<file path="config.mk">
export PLATFORM = sky130hd
export DESIGN_NAME = sass_t
export DESIGN_NICKNAME = d
export VERILOG_FILES = /design/src/rtl/sass_t.sv
export SDC_FILE = /design/constraint.sdc
export NUM_CORES = 1
export LEC_CHECK = 0
export CAP_MARGIN = 40
export CORE_MARGIN = 2
export CORE_UTILIZATION = 51
export CTS_CLUSTER_SIZE = 8
export DETAILED_ROUTE_END_ITERATION = 10
export GPL_TIMING_DRIVEN = 0
export PLACE_DENSITY = 0.71
export RECOVER_POWER = 50
export SLEW_MARGIN = 20
export SYNTH_ARGS = -nofsm -noshare
export SYNTH_HDL_FRONTEND = slang
export SYNTH_SLANG_ARGS = --single-unit
</file>
<file path="constraint.sdc">
create_clock -name clk -period 6.26 [get_ports clk]
set_input_delay 0.939 -clock clk [delete_from_list [all_inputs] [get_ports clk]]
set_output_delay 0.939 -clock clk [all_outputs]
set_load 0.02 [all_outputs]
</file>
<file path="src/rtl/sass_t.sv">
// SASS line transmitter: start(0), data_l bits MSB first, stop(1); each bit held DIV*t clocks, first bit 1 clk after accept.
// No queueing: send is level-sensitive and only accepted while idle; requests during a frame are dropped.
module sass_t #(
  parameter int clk_f  = 50_000_000,
  parameter int range  = 1_000_000,
  parameter int t      = 300,
  parameter int data_l = 14
) (
  input  logic              clk,
  input  logic              rst,
  input  logic [data_l-1:0] data,
  input  logic              send,
  output logic              s,
  output logic              busy,
  output logic              done
);

  localparam int DIV = clk_f / range;
  localparam int PW  = $clog2(DIV) + 1;
  localparam int TW  = $clog2(t) + 1;
  localparam int IW  = $clog2(data_l) + 1;

  typedef enum logic [1:0] {IDLE, START, DATA, STOP} state_t;

  state_t            state, state_n;
  logic [PW-1:0]     pre, pre_n;
  logic [TW-1:0]     bt, bt_n;
  logic [IW-1:0]     idx, idx_n;
  logic [data_l-1:0] shreg, shreg_n;
  logic              s_n, busy_n, done_n;
  logic              tick, bnd;

  assign tick = (pre == PW'(DIV - 1));
  assign bnd  = tick && (bt == TW'(t - 1));

  always_comb begin
    state_n = state;
    pre_n   = pre;
    bt_n    = bt;
    idx_n   = idx;
    shreg_n = shreg;

    if (state != IDLE) begin
      if (tick) begin
        pre_n = '0;
        bt_n  = bnd ? '0 : bt + TW'(1);
      end else begin
        pre_n = pre + PW'(1);
      end
    end

    case (state)
      IDLE: begin
        if (send) begin
          shreg_n = data;
          pre_n   = '0;
          bt_n    = '0;
          idx_n   = '0;
          state_n = START;
        end
      end
      START: begin
        if (bnd) begin
          state_n = DATA;
          idx_n   = IW'(data_l - 1);
        end
      end
      DATA: begin
        if (bnd) begin
          shreg_n = shreg << 1;
          if (idx == '0) state_n = STOP;
          else           idx_n   = idx - IW'(1);
        end
      end
      STOP: begin
        if (bnd) state_n = IDLE;
      end
      default: state_n = IDLE;
    endcase

    // Outputs are computed from next state so they register in lockstep with it.
    s_n    = (state_n == START) ? 1'b0 :
             (state_n == DATA)  ? shreg_n[data_l-1] : 1'b1;
    busy_n = (state_n != IDLE);
    done_n = (state_n == STOP) && (pre_n == PW'(DIV - 1)) && (bt_n == TW'(t - 1));
  end

  always_ff @(posedge clk) begin
    if (rst) begin
      state <= IDLE;
      pre   <= '0;
      bt    <= '0;
      idx   <= '0;
      shreg <= '0;
      s     <= 1'b1;
      busy  <= 1'b0;
      done  <= 1'b0;
    end else begin
      state <= state_n;
      pre   <= pre_n;
      bt    <= bt_n;
      idx   <= idx_n;
      shreg <= shreg_n;
      s     <= s_n;
      busy  <= busy_n;
      done  <= done_n;
    end
  end

endmodule

</file>
# [Yosys cells after proc, flatten, opt, wreduce, memory -nomap -nowiden]
# Cells that the tools add are included.
# Widths: inputs -> output; s select.
[word_totals] register_bits=41 input_bits=17 output_inout_bits=3
[op_classes] n_addsub=3 eq_ne=14 mux=25 n_reduce_logical=11
[op_table] operator="$mux 10" count=5
[op_table] operator="$mux 14" count=2
[op_table] operator="$mux 7" count=4
[op_table] operator="$pmux 14 s2" count=1
[op_table] operator="$eq 10x9->1 const B" count=2
[op_table] operator="$mux 5" count=4
[op_table] operator="$pmux 5 s3" count=1
[op_table] operator="$eq 7x6->1 const B" count=2
[op_table] operator="$add 10x1->10 const B" count=1
[op_table] operator="$mux 2" count=5
[op_table] operator="$eq 2x2->1 const B" count=4
[op_table] operator="$ne 2x2->1 const B" count=4
[op_table] operator="$pmux 2 s4" count=1
[op_table] operator="$add 7x1->7 const B" count=1
[op_table] operator="$reduce_bool 2->1" count=3
[op_table] operator="$logic_not 5->1" count=1
[op_table] operator="$reduce_and 5->1" count=1
[op_table] operator="$sub 5x1->5 const B" count=1
[op_table] operator="$eq 2x1->1 const B" count=2
[op_table] operator="$logic_and 1x1->1" count=3
[op_table] operator="$reduce_and 3->1" count=1
[op_table] operator="$reduce_bool 3->1" count=1
[op_table] operator="$logic_not 2->1" count=1
[op_table] operator="$mux 1" count=2

# [Logic depth before layout (Yosys ltp)]
# Gate-level depths: netlist of the first run.
[logic_depth] word_depth=9 mapped_depth=11

# [Worst setup path before layout of the first run]
# OpenSTA, ideal clock, no wires.
[synth_path] path_kind="flip-flop to flip-flop" startpoint="register pre[0]" endpoint="register done" arrival_time_ns=2.575 setup_slack_ns=3.593 path_stages_with_launch=10 path_buffers=2 synth_period_minus_slack_ns=2.667 path_cell_list="dfxtp_1 ha_1 or4b_4 buf_6 and4b_2 buf_6 mux2_1 nor4b_1 nand4_1 nor4_1"
[synth_between] elab_chain_len=9 elab_cells_between_ends=21 classes_between="add/sub (1); eq/ne (4); mux (13); reduce/logical (3)"
[synth_rtl] item="start: declaration" line_no="26" text="logic [PW-1:0] pre, pre_n;"
[synth_rtl] item="start signal: assignment" line_no="100" text="pre <= pre_n;"
[synth_rtl] item="parallel branches: the longest is 8 deep, another holds $add 7x1->7"
[synth_rtl] item="$logic_and 1x1->1 *" line_no="85" text="done_n = (state_n == STOP) && (pre_n == PW'(DIV - 1)) && (bt_n == TW'(t - 1));"
[synth_rtl] item="end signal: assignment" line_no="106" text="done <= done_n;"
[synth_rtl] item="end: declaration" line_no="15" text="output logic done"
# Every way passes the cells marked *.
# A chain may end at the register's enable or synchronous reset.

# [Worst setup path after layout of the first run]
# Ends and elaborated chain as after synthesis.

==> metrics.md, run 1 <==
| Metric | Value |
|---|---|
| Sequential fraction of the synthesis area | `0.346` |
| Synth Area in XOR/XNOR | `0.00370` |
| Internal power | `slightly below 400 uW` |
| WS Path Type | `flop to flop` |
| Rows | `24` |
| Layout fillers | `427` |
| Die Wd | `roughly 72 um` |
| CP peak stage delay | `approximately 450 ps` |
| Hold Vio Cnt, Final | `0` |
| Most frequent cells in the layout | `nor2_1, dfxtp_1, a21oi_1` |
| CTS Buf Count | `5` |
| First-pass GRT wire length | `a little under 10 mm` |
| DRT Wirelength | `5.69 mm` |
| CTS tree | `yes` |
| WL per Instance | `between 15 and 20 um` |
| Post-route ant nets | `0` |
| Fin Clk Skew | `approximately 8 ps` |
| Gate power share | `0.166` |
| Largest net degree at the start of global routing | `12` |
| H-tree levels | `2` |
| Power per cell area | `~200 nW/um2` |
| Maximum clock path buffer count | `2` |
| Vias in the first global route | `about 2100` |
| Area of the multi-input gates | `between 1000 and 1500 um2` |
| Syn Inst Count | `298` |
| GP Congestion | `0.864` |
| Core Footprint | `4410 um2` |
| Status | `completed` |
| I/O pin count | `20` |
| Place WS | `around 3200 ps` |
| Number of diodes | `0` |
| Final min period | `~3400 ps` |
| Sequential cell area | `between 800 and 900 um2` |
| Layout cells sized above 1 | `0.0432` |
| Via count | `2285` |
| CP Capture Type | `flop` |
| Clock network fraction of total power | `0.316` |
| Final setup fails | `0` |
| Initial DRT Pass Iterations | `4` |
| Setup WS post-layout | `roughly 2900 ps` |
| RSZ-0062 raised after global routing | `false` |
| Critical Path Source Type | `flop` |
| Psw | `roughly 150 uW` |
| HPWL Detailed | `~4.1 mm` |
| Post-synthesis compound-gate area fraction | `0.238` |
| Setup Buffers After CTS | `0` |
| Hold WC Path Type | `flop to flop` |
| Slew HR | `0.376` |
| Asr flop ratio synth | `0` |
| Cell area after synthesis | `between 2000 and 2500 um2` |
| Synth cell types | `59` |
| Final net count | `roughly 350` |
| Setup TNS | `0 ps` |
| Root buffer cell | `clkbuf_8` |
| Sw frac | `0.278` |
| Slew Limit Fails | `0` |
| Area growth syn-to-layout | `12.2%` |
| Average cell area after synthesis | `between 7 and 8 um2` |
| DR vias/cell | `6.08` |
| Synth Warn # | `0` |
| Initial cell density of the core | `0.537` |
| Synth Net Count | `roughly 320` |
| Initial antenna violation count | `0` |
| Prevailing post-synth register cell | `dfxtp_1` |
| Mux share of post-synthesis cell area | `0.0137` |
| Most common cell after layout, fill and taps aside | `nor2_1` |
| CP Max Fanout | `10` |
| Full die area | `5210 um2` |
| P_leak | `between 0.0009 and 0.001 uW` |
| Sequential share of power | `0.518` |
| Clk slew on worst S/H paths | `~80 ps` |
| Largest family of logic cells by synthesized area | `simple AND/OR/NAND/NOR gates` |
| Die height | `between 70 and 80 um` |
| Drt first-iter violations | `85` |
| Tcrit/Tclk final | `0.543` |
| Worst vdd ir | `approximately 160 uV` |
| Post-synth EDFFs | `0` |
| Worst Path Required | `6460 ps` |
| Clk_lat worst skew | `a little under 300 ps` |
| Clock sinks | `a little over 40` |
| Arr. time, crit path | `between 3000 and 4000 ps` |
| Port Buffer Count | `18` |
| CP most frequent cell | `clkbuf_1` |
| MaxCap Viol Count | `0` |
| Post-synthesis adder-cell area fraction | `0.0475` |
| # resized after CTS | `0` |
| Critical path cell sequence | `ha_1, or4b_1, clkbuf_1, and4b_1, clkbuf_1, mux2_1, nor4b_1, nand4_1, nor4_1` |
| Global Route Usage Sum | `0.233` |
| Drt drc | `0` |
| CP max-delay cell | `dfxtp_1` |
| Grt total ovfl | `0` |
| Worst-Margin Slew | `just over 900 ps` |
| Fmax | `a little under 300 MHz` |
| #FFs+latches synth | `between 40 and 50` |
| Post-Synth Simple-Gate Area | `0.299` |
| Hold bufs inserted after CTS | `0` |
==> cell type report <==
type / instances / area share
Buffer: 19 / 0.0306
Tap cell: 52 / 0.0245
Inverter: 7 / 0.00988
Timing Repair Buffer: 18 / 0.0677
Sequential cell: 41 / 0.309
Clock buffer: 8 / 0.0301
Multi-Input combinational cell: 231 / 0.529
==> flip-flops by register name, summed over array words and instances (netlist names) <==
signal	flops
idx	5
shreg	14
pre	7
bt	10
busy	1
s	1
done	1
state	2
==> cell usage after synthesis, types with 2 or more instances <==
master     n  area (um2)
nor2_1    54         203
dfxtp_1   41         821
a21oi_1   25         125
nand2_1   21        78.8
clkbuf_1  13        48.8
a32oi_1   12         105
o21ai_0   11        55.1
ha_1       9         113
nor3_1     9        45.0
inv_1      7        26.3
nand2b_1   7        43.8
nand3_1    7        35.0
or3_1      6        37.5
a211oi_1   5        37.5
and3_1     5        31.3
nor4_1     4        25.0
a311oi_1   3        26.3
buf_6      3        33.8
nand4_1    3        18.8
nand4b_1   3        26.3
nor2b_1    3        18.8
o31a_1     3        26.3
a211o_1    2        17.5
a21o_1     2        15.0
a31o_2     2        17.5
a31oi_1    2        12.5
and2_1     2        12.5
buf_2      2        10.0
nor4b_1    2        17.5
==> path summary, 6_finish.rpt <==
path | end | startpoint | cells after the start | slack, ps
worst min-delay path | idx[1] | idx[1] | 2 | 470
worst max register to register | done | pre[0] | 9 | 2860
worst max-delay path | done | pre[0] | 9 | 2860
worst min register to register | idx[1] | idx[1] | 2 | 470
==> metal layers <==
metal	vias to the layer above	routed length [um]	track usage
met5	-	0	0
met4	0	131	0.0943
met3	15	258	0.0500
met2	44	2540	0.370
met1	1077	2750	0.307
li1	1149	-	-
==> power by group through the flow <==
| stage | clock, uW | combinational (uW) | sequential [uW] |
|---|---|---|---|
| 6_report | 168 | 88.5 | 276 |
| 2_1_floorplan | 0 | 60.2 | 282 |
| 4_1_cts | 173 | 92.1 | 276 |
| 3_5_place_dp | 0 | 91.7 | 282 |
| 5_1_grt | 184 | 98.8 | 277 |
| 3_3_place_gp | 0 | 90.7 | 281 |
==> worst max-delay path, delay by kind of cell, from the launching register on <==
kind | cells | cell delay [ps]
simple gates | 5 | 1610
fa+ha+maj | 1 | 180
mux | 1 | 420
buf+inv | 2 | 640
flops | 1 | 450
==> per-stage QoR <==
stage                     instance area (um2)  total power, uW  hold slack (ps)  utilization  std cells
after detailed placement                 2620              373              471        0.592        368
after CTS                                2700              540              479        0.611        376
after global placement                   2620              372              466        0.592        368
final                                    2660              532              475        0.603        376
after floorplan                          2370              342              445            -        298
after global routing                     2660              560              515        0.603        376
==> cells by family after synthesis <==
kind of cell | Yosys count
AOI/OAI and AO/OA | 80
xor gates and xnor gates | 1
adders and majority gates | 9
buffers and inverters | 26
DFF | 41
muxes | 3
and+or+nand+nor | 138
Note: power is estimated with default switching activity, not from simulation.
==> inputs of run 2 (changes only) <==
PLACE_DENSITY = 0.73   (was 0.71)
clock period = 2.75 ns   (was 6.26 ns; I/O delays follow)
==> run 2 against run 1 <==
Core utilization is 2.7 points higher; total power is 130% higher; largest power group unchanged; worst setup slack worse by 2700 ps; highest routed layer unchanged.
==> metrics.md, run 2 (synthesis gave the netlist of run 1 again) <==
| Metric | Value |
|---|---|
| Final net count | `356 (was 349)` |
| Place WS | `-279 ps (was 3170 ps)` |
| H-tree levels | `2 (unchanged)` |
| Fin Clk Skew | `12.9 ps (was 7.85 ps)` |
| CP Capture Type | `flop (unchanged)` |
| Arr. time, crit path | `2810 ps (was 3600 ps)` |
| Root buffer cell | `clkbuf_8 (unchanged)` |
| Worst Path Required | `2950 ps (was 6460 ps)` |
| Hold bufs inserted after CTS | `0 (unchanged)` |
| Slew Limit Fails | `0 (unchanged)` |
| Post-Route Utilization | `0.629 (was 0.603)` |
| DRT Wirelength | `5.71 mm (was 5.69 mm)` |
| Most frequent cells in the layout | `nor2_1, dfxtp_1, a21oi_1 (unchanged)` |
| Drt drc | `0 (unchanged)` |
| Initial DRT Pass Iterations | `4 (unchanged)` |
| Vias in the first global route | `2114 (was 2143)` |
| Top reg by flops | `shreg (unchanged)` |
| Initial antenna violation count | `0 (unchanged)` |
| Drt first-iter violations | `152 (was 85)` |
| Die height | `72.2 um (unchanged)` |
| Worst vdd ir | `369 uV (was 165 uV)` |
| Area growth syn-to-layout | `17.2% (was 12.2%)` |
| Number of diodes | `0 (unchanged)` |
| CP Max Fanout | `5 (was 10)` |
| Layout cells sized above 1 | `0.109 (was 0.0432)` |
| Rows | `24 (unchanged)` |
| Maximum clock path buffer count | `2 (unchanged)` |
| Tcrit/Tclk final | `0.950 (was 0.543)` |
| Global Route Usage Sum | `0.235 (was 0.233)` |
| WL per Instance | `14.9 um (was 15.1 um)` |
| Clk_lat worst skew | `290 ps (about the same)` |
| Full die area | `5210 um2 (unchanged)` |
| Final setup fails | `0 (unchanged)` |
| Worst-Margin Slew | `577 ps (was 926 ps)` |
| Largest registers | `shreg (14), bt (10), pre (7) (unchanged)` |
| HPWL Detailed | `4.02 mm (was 4.13 mm)` |
| GP Congestion | `0.812 (was 0.864)` |
| Largest net degree at the start of global routing | `12 (unchanged)` |
| Most common cell after layout, fill and taps aside | `nor2_1 (unchanged)` |
| Clk slew on worst S/H paths | `80 ps (about the same)` |
| Slew HR | `0.614 (was 0.376)` |
| DR vias/cell | `6.00 (was 6.08)` |
| Post-route ant nets | `0 (unchanged)` |
| Core Footprint | `4410 um2 (unchanged)` |
| Grt total ovfl | `0 (unchanged)` |
| CTS tree | `yes (unchanged)` |
| Fmax | `383 MHz (was 294 MHz)` |
| Setup WS post-layout | `138 ps (was 2860 ps)` |
| MaxCap Viol Count | `0 (unchanged)` |
| Via count | `2293 (was 2285)` |
| Status | `completed (unchanged)` |
| Die Wd | `72.2 um (unchanged)` |
| Hold WC Path Type | `flop to flop (unchanged)` |
| Port Buffer Count | `18 (unchanged)` |
| WS Path Type | `flop to flop (unchanged)` |
| Max reg flops | `14 (unchanged)` |
| Layout fillers | `378 (was 427)` |
| Clock sinks | `41 (unchanged)` |
| P_leak | `0.000980 uW (was 0.000911 uW)` |
| Power per cell area | `448 nW/um2 (was 200 nW/um2)` |
| Hold Vio Cnt, Final | `0 (unchanged)` |
| Critical Path Source Type | `flop (unchanged)` |
| CTS Buf Count | `5 (unchanged)` |
| I/O pin count | `20 (unchanged)` |
| Final min period | `2610 ps (was 3400 ps)` |
| First-pass GRT wire length | `9.70 mm (was 9.60 mm)` |
| Initial cell density of the core | `0.537 (unchanged)` |
[run 2: changes by cell type in the layout (fill, tap and decap cells not counted), moves of 2 or more]
cell | before | now
dfxtp_1 | 41 | 39
clkbuf_2 | 0 | 3
clkbuf_1 | 18 | 11
buf_4 | 0 | 8
dfxtp_4 | 0 | 2
[run 2: worst paths after layout]
kind | to | slack [ps] | cells after the start | from
hold / removal | idx[1] | 480 | 2 | idx[1]
setup / recovery | done | 140 | 9 | pre[1]
setup reg to reg | done | 140 | 9 | pre[1]
hold reg to reg | idx[1] | 480 | 2 | idx[1]
[run 2: through the flow]
| stage | TNS [ps] | cell area, um2 | hold slack, ps | power [uW] | std cells |
|---|---|---|---|---|---|
| CTS | 0 | 2740 | 476 | 1240 | 377 |
| global placement | -247 | 2620 | 460 | 846 | 368 |
| global route | -17.2 | 2780 | 514 | 1300 | 382 |
| finish | 0 | 2780 | 477 | 1250 | 382 |
| detailed placement | -279 | 2620 | 466 | 849 | 368 |
| floorplan | 0 | 2370 | 445 | 780 | 298 |
[run 2: worst max-delay path: stages, from the launching register on]
cell and delay [ps]:
dfxtp_4 360, inv_1 50, ha_1 130, or4b_4 470, buf_6 140, and4b_2 330, mux2_4 340, nor4b_2 240
nand4_1 160, nor4_2 290
[run 2: repair_timing]
action,in CTS,in global routing
pin swaps,2,3
gates cloned,0,1
setup endpoints to repair,1,14
buffers inserted,2,6
resized for setup,7,8
[run 2: metal layers]
metal  vias to the layer above  global-route usage  part of all wire
met1                      1054               0.324              0.47
met4                         0              0.0922             0.019
met2                        69               0.358              0.45
li1                       1161                   -                 -
met5                         -                   0                 0
met3                         9              0.0542             0.057
[run 2: cell type report]
cell class,instances,area [um2],area share
multi-input cells,231,1440,0.519
flip-flops and latches,41,828,0.298
repair buffers,27,244,0.0878
clock buffers,7,86.3,0.0311
plain buffers,17,85.1,0.0306
well taps,52,65.1,0.0234
inverters,7,26.3,0.00946
[run 2: power by group]
group / switching (uW) / internal [uW]
logic: 124 / 93.3
clock network: 202 / 199
registers: 13.2 / 613
